**config.mk**
```make
export PLATFORM = sky130hd
export DESIGN_NAME = snn_weight_loader_flat
export DESIGN_NICKNAME = d
export VERILOG_FILES = /design/src/rtl/snn_weight_loader_pkg.sv /design/src/rtl/snn_weight_loader_if.sv /design/src/rtl/snn_weight_loader_addr_cnt.sv /design/src/rtl/snn_weight_loader.sv /design/src/flat_wrapper.sv
export SDC_FILE = /design/constraint.sdc
export NUM_CORES = 1
export LEC_CHECK = 0
export ABC_AREA = 0
export BUFFER_PORTS_ARGS = -buffer_cell sky130_fd_sc_hd__buf_2
export CORE_MARGIN = 2
export CORE_UTILIZATION = 49
export DETAILED_ROUTE_END_ITERATION = 10
export PLACE_DENSITY = 0.76
export SYNTH_ARGS = -nofsm -noshare
export SYNTH_HDL_FRONTEND = slang
export SYNTH_SLANG_ARGS = --single-unit
```
**constraint.sdc**
```tcl
create_clock -name wb_clk -period 4.8 [get_ports wb_clk]
set_input_delay 0.48 -clock wb_clk [delete_from_list [all_inputs] [get_ports wb_clk]]
set_output_delay 0.48 -clock wb_clk [all_outputs]
set_load 0.05 [all_outputs]
```
**src/rtl/snn_weight_loader_pkg.sv**
```systemverilog
`default_nettype none
// ============================================================================
// Package  : snn_wload_pkg
// Purpose  : Shared state encoding and default geometry for snn_weight_loader.
// Revision : 1.0
// ============================================================================
package snn_wload_pkg;

    localparam int c_DEF_LAYERS = 4;
    localparam int c_DEF_ADDR_W = 13;
    localparam int c_DEF_DW     = 16;

    typedef enum logic [2:0] {
        S_IDLE  = 3'd0,
        S_CHECK = 3'd1,
        S_LOAD  = 3'd2,
        S_NEXT  = 3'd3,
        S_DONE  = 3'd4
    } wload_state_e;

endpackage : snn_wload_pkg
`default_nettype wire

```
**src/rtl/snn_weight_loader_if.sv**
```systemverilog
`default_nettype none
// ============================================================================
// Interface: snn_weight_loader_if
// Purpose  : Flash stream handshake plus weight-memory write bus.
// Revision : 1.0
// ============================================================================
interface snn_weight_loader_if
    import snn_wload_pkg::*;
#(
    parameter int LAYERS = c_DEF_LAYERS,
    parameter int ADDR_W = c_DEF_ADDR_W,
    parameter int DW     = c_DEF_DW
);

    logic              i_fl_valid;
    logic [DW-1:0]     i_fl_dat;
    logic              o_fl_ready;
    logic [LAYERS-1:0] o_snn_we;
    logic [ADDR_W-1:0] o_snn_adr;
    logic [DW-1:0]     o_snn_dat;

    // Loader side
    modport slave (
        input  i_fl_valid,
        input  i_fl_dat,
        output o_fl_ready,
        output o_snn_we,
        output o_snn_adr,
        output o_snn_dat
    );

    // Flash source / memory side
    modport master (
        output i_fl_valid,
        output i_fl_dat,
        input  o_fl_ready,
        input  o_snn_we,
        input  o_snn_adr,
        input  o_snn_dat
    );

endinterface : snn_weight_loader_if
`default_nettype wire

```
**src/rtl/snn_weight_loader_addr_cnt.sv**
```systemverilog
`default_nettype none
// ============================================================================
// Module   : wload_addr_cnt
// Purpose  : ADDR_W+1 bit address/word counter with clear, enable and
//            terminal-count compare against the active layer count.
// Revision : 1.0
// ============================================================================
module wload_addr_cnt
    import snn_wload_pkg::*;
#(
    parameter int ADDR_W = c_DEF_ADDR_W
) (
    input  wire                wb_clk,
    input  wire                wb_rst_n,
    input  wire                i_clr,
    input  wire                i_en,
    input  wire [ADDR_W:0]     i_limit,
    output logic [ADDR_W-1:0]  o_adr,
    output logic               o_last
);

    logic [ADDR_W:0] r_cnt;

    always_ff @(posedge wb_clk) begin
        if (!wb_rst_n) begin
            r_cnt <= '0;
        end else if (i_clr) begin
            r_cnt <= '0;
        end else if (i_en) begin
            r_cnt <= r_cnt + 1'b1;
        end
    end

    // Extra counter bit lets a full-depth layer reach 2^ADDR_W without wrapping
    assign o_adr  = r_cnt[ADDR_W-1:0];
    assign o_last = ((r_cnt + 1'b1) == i_limit);

endmodule : wload_addr_cnt
`default_nettype wire

```
**src/rtl/snn_weight_loader.sv**
```systemverilog
`default_nettype none
// ============================================================================
// Module   : snn_weight_loader
// Purpose  : Streams flash words into per-layer SNN weight memories.
//            Running write checksum enabled by macro WLOAD_CHECKSUM_EN.
// Revision : 1.0
// ============================================================================
module snn_weight_loader
    import snn_wload_pkg::*;
#(
    parameter int LAYERS = c_DEF_LAYERS,
    parameter int ADDR_W = c_DEF_ADDR_W,
    parameter int DW     = c_DEF_DW
) (
    input  wire                          wb_clk,
    input  wire                          wb_rst_n,
    input  wire                          i_start,
    input  wire                          i_abort,
    input  wire [LAYERS*(ADDR_W+1)-1:0]  i_count,
    snn_weight_loader_if.slave           bus,
    output logic                         o_busy,
    output logic                         o_done,
    output logic                         o_err,
    output logic [DW-1:0]                o_checksum
);

    localparam int              c_CW      = ADDR_W + 1;
    localparam int              c_IDX_W   = $clog2(LAYERS + 1);
    localparam logic [c_CW-1:0] c_MAX_CNT = {1'b1, {ADDR_W{1'b0}}};

    wload_state_e       r_state;
    logic [c_CW-1:0]    r_cnt_q [LAYERS];
    logic [c_IDX_W-1:0] r_idx;
    logic [c_IDX_W-1:0] r_layer;
    logic               r_fl_ready;
    logic [LAYERS-1:0]  r_we;
    logic [ADDR_W-1:0]  r_adr;
    logic [DW-1:0]      r_dat;
    logic               r_busy;
    logic               r_done;
    logic               r_err;

    logic               w_accept;
    logic               w_start;
    logic               w_cnt_clr;
    logic               w_last;
    logic [ADDR_W-1:0]  w_adr;
    logic [c_CW-1:0]    w_limit;
    logic [LAYERS-1:0]  w_we_vec;
    logic               w_cfg_bad;
    logic               w_found;
    logic [c_IDX_W-1:0] w_next_layer;

    assign w_accept  = bus.i_fl_valid && r_fl_ready;
    assign w_start   = (r_state == S_IDLE) && i_start && !i_abort;
    assign w_cnt_clr = (r_state == S_NEXT);

    // NEXT resolves the next non-empty layer in a single cycle
    always_comb begin
        w_cfg_bad    = 1'b0;
        w_limit      = '0;
        w_we_vec     = '0;
        w_found      = 1'b0;
        w_next_layer = c_IDX_W'(LAYERS);
        for (int i = LAYERS - 1; i >= 0; i--) begin
            if (r_cnt_q[i] > c_MAX_CNT) begin
                w_cfg_bad = 1'b1;
            end
            if (r_layer == c_IDX_W'(i)) begin
                w_limit     = r_cnt_q[i];
                w_we_vec[i] = 1'b1;
            end
            if ((c_IDX_W'(i) >= r_idx) && (r_cnt_q[i] != '0)) begin
                w_found      = 1'b1;
                w_next_layer = c_IDX_W'(i);
            end
        end
    end

    wload_addr_cnt #(
        .ADDR_W (ADDR_W)
    ) u_addr_cnt (
        .wb_clk   (wb_clk),
        .wb_rst_n (wb_rst_n),
        .i_clr    (w_cnt_clr),
        .i_en     (w_accept),
        .i_limit  (w_limit),
        .o_adr    (w_adr),
        .o_last   (w_last)
    );

    always_ff @(posedge wb_clk) begin
        if (!wb_rst_n) begin
            r_state    <= S_IDLE;
            r_idx      <= '0;
            r_layer    <= '0;
            r_fl_ready <= 1'b0;
            r_we       <= '0;
            r_adr      <= '0;
            r_dat      <= '0;
            r_busy     <= 1'b0;
            r_done     <= 1'b0;
            r_err      <= 1'b0;
            for (int i = 0; i < LAYERS; i++) begin
                r_cnt_q[i] <= '0;
            end
        end else begin
            r_done <= 1'b0;
            r_err  <= 1'b0;
            // A word taken on this edge is written even if abort also lands here
            r_we   <= w_accept ? w_we_vec : '0;
            if (w_accept) begin
                r_adr <= w_adr;
                r_dat <= bus.i_fl_dat;
            end

            if ((r_state != S_IDLE) && i_abort) begin
                r_state    <= S_IDLE;
                r_fl_ready <= 1'b0;
                r_busy     <= 1'b0;
            end else begin
                case (r_state)
                    S_IDLE: begin
                        if (w_start) begin
                            for (int i = 0; i < LAYERS; i++) begin
                                r_cnt_q[i] <= i_count[i*c_CW +: c_CW];
                            end
                            r_state <= S_CHECK;
                            r_busy  <= 1'b1;
                        end
                    end
                    S_CHECK: begin
                        if (w_cfg_bad) begin
                            r_err   <= 1'b1;
                            r_busy  <= 1'b0;
                            r_state <= S_IDLE;
                        end else begin
                            r_idx   <= '0;
                            r_state <= S_NEXT;
                        end
                    end
                    S_NEXT: begin
                        if (w_found) begin
                            r_layer    <= w_next_layer;
                            r_fl_ready <= 1'b1;
                            r_state    <= S_LOAD;
                        end else begin
                            r_busy  <= 1'b0;
                            r_done  <= 1'b1;
                            r_state <= S_DONE;
                        end
                    end
                    S_LOAD: begin
                        if (w_accept && w_last) begin
                            r_fl_ready <= 1'b0;
                            r_idx      <= r_layer + 1'b1;
                            r_state    <= S_NEXT;
                        end
                    end
                    S_DONE: begin
                        r_state <= S_IDLE;
                    end
                    default: begin
                        r_state    <= S_IDLE;
                        r_fl_ready <= 1'b0;
                        r_busy     <= 1'b0;
                    end
                endcase
            end
        end
    end

`ifdef WLOAD_CHECKSUM_EN
    logic [DW-1:0] r_checksum;

    // Sum lines up with o_snn_dat: it already includes the word being written
    always_ff @(posedge wb_clk) begin
        if (!wb_rst_n) begin
            r_checksum <= '0;
        end else if (w_start) begin
            r_checksum <= '0;
        end else if (w_accept) begin
            r_checksum <= r_checksum + bus.i_fl_dat;
        end
    end

    assign o_checksum = r_checksum;
`else
    assign o_checksum = '0;
`endif

    assign bus.o_fl_ready = r_fl_ready;
    assign bus.o_snn_we   = r_we;
    assign bus.o_snn_adr  = r_adr;
    assign bus.o_snn_dat  = r_dat;
    assign o_busy         = r_busy;
    assign o_done         = r_done;
    assign o_err          = r_err;

endmodule : snn_weight_loader
`default_nettype wire

```
**src/flat_wrapper.sv**
```systemverilog
// flat-port wrapper written by rule: the top's interface ports become plain ports
module snn_weight_loader_flat import snn_wload_pkg::*;
#(
    parameter int LAYERS = c_DEF_LAYERS,
    parameter int ADDR_W = c_DEF_ADDR_W,
    parameter int DW     = c_DEF_DW
)
  (wb_clk, wb_rst_n, i_start, i_abort, i_count, o_busy, o_done, o_err, o_checksum, bus_i_fl_valid, bus_i_fl_dat, bus_o_fl_ready, bus_o_snn_we, bus_o_snn_adr, bus_o_snn_dat);
  snn_weight_loader_if #(.LAYERS(LAYERS), .ADDR_W(ADDR_W), .DW(DW)) bus_i ();
  input  wire wb_clk;
  input  wire wb_rst_n;
  input  wire i_start;
  input  wire i_abort;
  input  wire [LAYERS*(ADDR_W+1)-1:0] i_count;
  output logic o_busy;
  output logic o_done;
  output logic o_err;
  output logic [DW-1:0] o_checksum;
  input wire logic [$bits(bus_i.i_fl_valid)-1:0] bus_i_fl_valid;
  input wire logic [$bits(bus_i.i_fl_dat)-1:0] bus_i_fl_dat;
  output wire logic [$bits(bus_i.o_fl_ready)-1:0] bus_o_fl_ready;
  output wire logic [$bits(bus_i.o_snn_we)-1:0] bus_o_snn_we;
  output wire logic [$bits(bus_i.o_snn_adr)-1:0] bus_o_snn_adr;
  output wire logic [$bits(bus_i.o_snn_dat)-1:0] bus_o_snn_dat;
  assign bus_i.i_fl_valid = bus_i_fl_valid;
  assign bus_i.i_fl_dat = bus_i_fl_dat;
  assign bus_o_fl_ready = bus_i.o_fl_ready;
  assign bus_o_snn_we = bus_i.o_snn_we;
  assign bus_o_snn_adr = bus_i.o_snn_adr;
  assign bus_o_snn_dat = bus_i.o_snn_dat;
  snn_weight_loader #(.LAYERS(LAYERS), .ADDR_W(ADDR_W), .DW(DW)) u_core (.wb_clk(wb_clk), .wb_rst_n(wb_rst_n), .i_start(i_start), .i_abort(i_abort), .i_count(i_count), .bus(bus_i), .o_busy(o_busy), .o_done(o_done), .o_err(o_err), .o_checksum(o_checksum));
endmodule
```
==> Word level (Yosys, flattened, before mapping) <==
Memory sizes are Yosys's and may differ from the RTL's.
Index checks and enable logic that the tools add are counted.
{ "word_totals": {"mem_count": 1, "ramBits": 56, "register_bits": 60, "in_bits": 77} }
{ "mem_list": {"columns": ["name", "words", "width", "rd", "rd_clocked_by_memory_dff", "write_ports", "line", "source"], "rows": [
  ["u_core.r_cnt_q", 4, 14, 4, 0, 4, "snn_weight_loader.sv:32", "logic [c_CW-1:0] r_cnt_q [LAYERS];"]
]} }
{ "op_classes": {"n_addsub": 2, "muxes": 47, "n_eq_ne": 14, "bitwise": 10, "n_reduce_logical": 30, "order_cmp": 8} }
{ "op_table": {"columns": ["operator", "count"], "rows": [
  ["$mux 14", 8],
  ["$gt 14x14->1 const B", 4],
  ["$reduce_bool 14->1", 4],
  ["$mux 3", 9],
  ["$mux 1", 25],
  ["$add 14x1->14 const B", 1],
  ["$eq 14x14->1", 1],
  ["$eq 3x2->1 const B", 4],
  ["$pmux 3 s4", 1],
  ["$logic_and 1x1->1", 9],
  ["$reduce_or 3->1", 3],
  ["$ne 2x1->1 const B", 4],
  ["$reduce_and 4->1", 2],
  ["$eq 3x1->1 const B", 2],
  ["$ge 1x3->1 const A", 2],
  ["$ge 2x3->1 const A", 2],
  ["$logic_not 3->1", 2],
  ["$not 1->1", 6],
  ["$pmux 3 s2", 1],
  ["$reduce_and 3->1", 2],
  ["$reduce_or 2->1", 3],
  ["$ne 2x2->1 const B", 2],
  ["$or 1x1->1", 4],
  ["$pmux 1 s4", 1],
  ["other kinds (8)", 9]
]} }

==> Logic depth before layout (Yosys ltp) <==
{ "depth": {"depth_word": 9, "mapped_depth": 12, "ltp_nobuf": 10} }

==> Cells and area by module <==
Synthesis repeated with hierarchy kept, for this count alone.
{ "hier_totals": {"hier_cells": 621, "hier_area_um2": 5659.2} }
{ "by_module_without_submodules": {"columns": ["mod", "seq_area_each_um2", "n_inst", "cells_per_inst", "area_per_inst_um2"], "rows": [
  ["snn_weight_loader", 2602.5, 1, 479, 4550.6],
  ["wload_addr_cnt", 280.3, 1, 142, 1108.6]
]} }

==> Worst setup path before layout <==
Ideal clock, no wire load.
{ "synth_timing": {"path_type": "input -> register", "startpoint": "input port i_start", "endpoint": "memory u_core.r_cnt_q[0][0] in the netlist's numbering (enable)", "setup_ps": 554, "setup_slack_ps": -448, "t_required_ps": 4246, "cell_stages": 2, "arrival_time_ps": 4695, "cell_sequence": "nand2_1 > o31ai_1"} }
{ "synth_lines": {"columns": ["item", "line", "source"], "rows": [
  ["start, declared", "flat_wrapper.sv:12", "input wire i_start;"],
  ["end, declared", "snn_weight_loader.sv:32", null]
]} }

==> Final worst setup path <==
{ "layout_timing": {"startpoint": "register u_core.r_layer[2]", "endpoint": "register u_core.r_idx[1]"} }
{ "layout_between": {"elab_chain_len": 9} }
{ "layout_lines": {"columns": ["item", "line", "source"], "rows": [
  ["start, declared", "snn_weight_loader.sv:34", "logic [c_IDX_W-1:0] r_layer;"],
  ["start signal, assigned", "snn_weight_loader.sv:144", "r_layer <= w_next_layer;"],
  ["$eq 3x2->1", "snn_weight_loader.sv:69", "if (r_layer == c_IDX_W'(i)) begin"],
  ["$mux 14 (3 in a row)", "snn_weight_loader.sv:69", null],
  ["$mux 14 (*)", "snn_weight_loader.sv:69", null],
  ["$eq 14x14->1 (*)", "snn_weight_loader_addr_cnt.sv:36", "assign o_last = ((r_cnt + 1'b1) == i_limit);"],
  ["$logic_and 1x1->1 (*)", "snn_weight_loader.sv:154", "if (w_accept && w_last) begin"],
  ["$ne 2x1->1 (no source line) (*)", null, null],
  ["$reduce_and 4->1 (no source line) (*)", null, null],
  ["end signal, assigned", "snn_weight_loader.sv:156", "r_idx <= r_layer + 1'b1;"],
  ["end, declared", "snn_weight_loader.sv:33", "logic [c_IDX_W-1:0] r_idx;"]
]} }
Mark *: on every way between the ends. The rest lies on a longest branch, timed or not.
A chain may end at the register's enable or synchronous reset.

==> impl_metrics.env <==
export IMPL_ys_flop_type="dfxtp_1"
export IMPL_fin_nets=785
export IMPL_cts_buffers=17
export IMPL_hold_path_class="in2reg"
export IMPL_n_antenna_cell=0
export IMPL_drive_gt1_frac=0.239
export IMPL_fillers=985
export IMPL_tns_ns=0
export IMPL_cts_hold_buffers=0
export IMPL_grt_pass1_vias=4449
export IMPL_p_sw_uw=566
export IMPL_path_delay_family="compound AO/OA/AOI/OAI gates"
export IMPL_swShare=0.221
export IMPL_die_x_um=112
export IMPL_io_buffers=113
export IMPL_critPathSlowestCell="dfxtp_1"
export IMPL_fin_worst_skew_ns=0.0105
export IMPL_start_util=0.502
export IMPL_clock_sinks=116
export IMPL_antenna_found_initial=0
export IMPL_place_gp_congestion=0.916
export IMPL_setup_viol=0
export IMPL_hold_viol=0
export IMPL_htree_levels=4
export IMPL_holdWs_ns=0.300
export IMPL_dieArea_um2=12600
export IMPL_fin_area_um2=6930
export IMPL_syn_to_final_growth_pct=20.3
export IMPL_cts_tree="done"
export IMPL_placed_area_um2=6310
export IMPL_ctsResizeCount=0
export IMPL_root_buffer="clkbuf_16"
export IMPL_post_cts_buffers=0
export IMPL_synthArstFlopShare=0
export IMPL_synth_area_per_cell_um2=9.59
export IMPL_reg2reg_slack_ns=1.42
export IMPL_worstPathArrival_ns=3.69
export IMPL_drcViolationCount=0
export IMPL_period_share=0.704
export IMPL_finalMaxSlewViolations=0
export IMPL_start_kind="flop"
export IMPL_grt_pass1_wl_um=21600
export IMPL_synth_cells=601
export IMPL_ys_ff_latch=116
export IMPL_worstSetupPathType="reg2reg"
export IMPL_ys_seq_area_frac=0.500
export IMPL_grt_max_degree=57
export IMPL_layout_min_cycle_time_ns=3.38
export IMPL_critical_path_required_ns=5.11
export IMPL_yosys_warnings=0
export IMPL_pwr_share_clk=0.504
export IMPL_wl_per_cell_um=15.3
export IMPL_max_clock_freq_ghz=0.296
export IMPL_clock_latency_ns=0.42
export IMPL_synth_distinct_cells=64
export IMPL_core_um2=11500
export IMPL_overflow=0
export IMPL_fp_dieH_um=112
export IMPL_rows=39
export IMPL_p_int_mw=2.00
export IMPL_path_clk_slew_ns=0.06
export IMPL_cpPeakStageDelay_ns=0.78
export IMPL_drt_iter0_markers=311
export IMPL_crit_chain="clkinv_1, ha_1, a21boi_0, a221oi_1, a21boi_0, o2111ai_1, nor4_2, a221oi_1, a311o_1, o2bb2ai_1"
export IMPL_p_seq_frac=0.432
export IMPL_drt_pass1_iterations=4
export IMPL_vdd_drop_max_uv=398
export IMPL_max_cap_violations=0
export IMPL_multi_input_area_um2=2590
export IMPL_ctsLongestPathBuffers=2
export IMPL_hpwlAfterDp_um=9560
export IMPL_rsz0062_at_grt="false"
export IMPL_syn_area_um2=5760
export IMPL_status="completed"
export IMPL_synth_edf_count=56
export IMPL_crit_buf_inv=1
export IMPL_vias=4599
export IMPL_routed_wl_um=13100
export IMPL_p_leak_nw=2.78
export IMPL_slew_headroom=0.323
export IMPL_end_kind="flop"
export IMPL_detail_route_antenna_nets=0
export IMPL_gr_usage_all_layers=0.217
export IMPL_ios=130
export IMPL_power_frac_comb=0.064
export IMPL_avgViaCountPerCell=5.36
export IMPL_regArea_um2=2880
export IMPL_crit_path_max_fanout=19
export IMPL_power_density_nw_per_um2=370
export IMPL_tightestPinTransition_ns=1.01
-- sequential cells by signal, indices dropped and copies added (netlist names) --
register	flops
u_core.r_cnt_q	56
u_core.r_idx	3
u_core.o_err	1
u_core.o_busy	1
u_core.bus.o_snn_dat	16
u_core.o_done	1
u_core.bus.o_snn_we	4
u_core.r_layer	3
u_core.bus.o_snn_adr	13
u_core.r_state	3
u_core.u_addr_cnt.r_cnt	14
u_core.bus.o_fl_ready	1
-- final timing paths --
path,from,depth (start not counted),end
hold reg to reg,u_core.bus.o_snn_adr[4]$_SDFFE_PN0P_,2,u_core.bus.o_snn_adr[4]$_SDFFE_PN0P_
hold / removal,bus_i_fl_dat[0],3,u_core.bus.o_snn_dat[0]$_SDFFE_PN0P_
setup / recovery,u_core.r_layer[2]$_SDFFE_PN0P_,10,u_core.r_idx[1]$_SDFFE_PN0P_
setup reg to reg,u_core.r_layer[2]$_SDFFE_PN0P_,10,u_core.r_idx[1]$_SDFFE_PN0P_
-- per-stage QoR --
step                      power [mW]  std cells  utilization  worst slack, ns
final                           2.57        858        0.604             1.42
after global routing            2.66        858        0.604             1.06
after CTS                       2.58        858        0.604             1.41
after detailed placement        1.29        826        0.551             1.44
after global placement          1.29        826        0.551             1.54
after floorplan                 1.24        616            -             1.30
-- tightest hold or removal path: cells and delay by family --
kind | cells | cell delay (ns)
buffers and inverters | 1 | 0.09
AOI/OAI and AO/OA | 1 | 0.05
and+or+nand+nor | 1 | 0.04
-- cell type report --
class,count,share of cell area
Tap cell,143,0.0258
Multi-Input combinational cell,434,0.374
Clock buffer,24,0.0755
Inverter,15,0.00812
Timing Repair Buffer,118,0.0870
Clock inverter,8,0.0135
Sequential cell,116,0.416
-- placed cells by master (no fill, tap or decap), drive strengths merged, types with 2 or more instances in the layout --
cell	n
nand4	9
nand3	6
nor2b	5
o2bb2ai	3
a21boi	2
and3	4
buf	118
o31ai	2
o21ai	28
nor4	13
ha	6
a221oi	10
nand3b	3
nor3b	6
xnor2	19
nand2b	3
inv	14
o22ai	3
clkbuf	24
bufinv	2
conb	16
clkinv	6
and2	57
or3	8
dfxtp	60
nand2	91
a21oi	53
or2	2
o21bai	2
a31oi	2
a211oi	3
edfxtp	56
a22oi	3
o32ai	4
xor2	11
nor2	31
nor3	19
-- routing by layer --
layer  up-vias  wire length, µm  track usage
met5         -                0            0
met4         0              415        0.102
met3        25              792       0.0637
met2       158             5990        0.341
met1      2135             5890        0.278
li1       2281                -            -
-- kinds of logic after synthesis --
logic type,share of synthesized area
AOI/OAI and AO/OA,0.137
xor gates and xnor gates,0.0456
adders and majority gates,0.0130
buffers and inverters,0.0623
DFF,0.500
other,0.000651
and+or+nand+nor,0.241
-- power groups by stage --
| stage | sequential (mW) | combinational [mW] | clock (mW) |
|---|---|---|---|
| CTS | 1.11 | 0.167 | 1.31 |
| detailed placement | 1.13 | 0.166 | 0 |
| global route | 1.11 | 0.182 | 1.36 |
| finish | 1.11 | 0.165 | 1.29 |
| floorplan | 1.12 | 0.119 | 0 |
| global placement | 1.13 | 0.163 | 0 |
-- Yosys cell counts (all sizes together), types with 2 or more instances --
library cell / instances / share of area
ha: 6 / 0.013
a221oi: 10 / 0.015
nand2b: 3 / 0.0037
a21oi: 53 / 0.046
xnor2: 19 / 0.029
dfxtp: 60 / 0.21
nand2: 91 / 0.060
and3: 4 / 0.0043
nor3: 19 / 0.019
edfxtp: 56 / 0.29
clkbuf: 18 / 0.012
xor2: 11 / 0.017
o31ai: 2 / 0.0026
o21ai: 28 / 0.024
clkinv: 2 / 0.0013
and2: 57 / 0.062
nor2: 31 / 0.022
nor3b: 6 / 0.0078
nand3: 6 / 0.0083
o22ai: 3 / 0.0033
o32ai: 4 / 0.011
nor4: 13 / 0.019
nor2b: 5 / 0.0067
a22oi: 3 / 0.0039
inv: 13 / 0.0085
a31oi: 2 / 0.0022
a211oi: 3 / 0.0039
a21boi: 2 / 0.0026
nand4: 9 / 0.012
buf: 33 / 0.040
o2bb2ai: 3 / 0.0046
nand3b: 3 / 0.0039
or2: 2 / 0.0022
or3: 8 / 0.0089
o21bai: 2 / 0.0033
No activity file was read; power rests on OpenSTA's default activity.
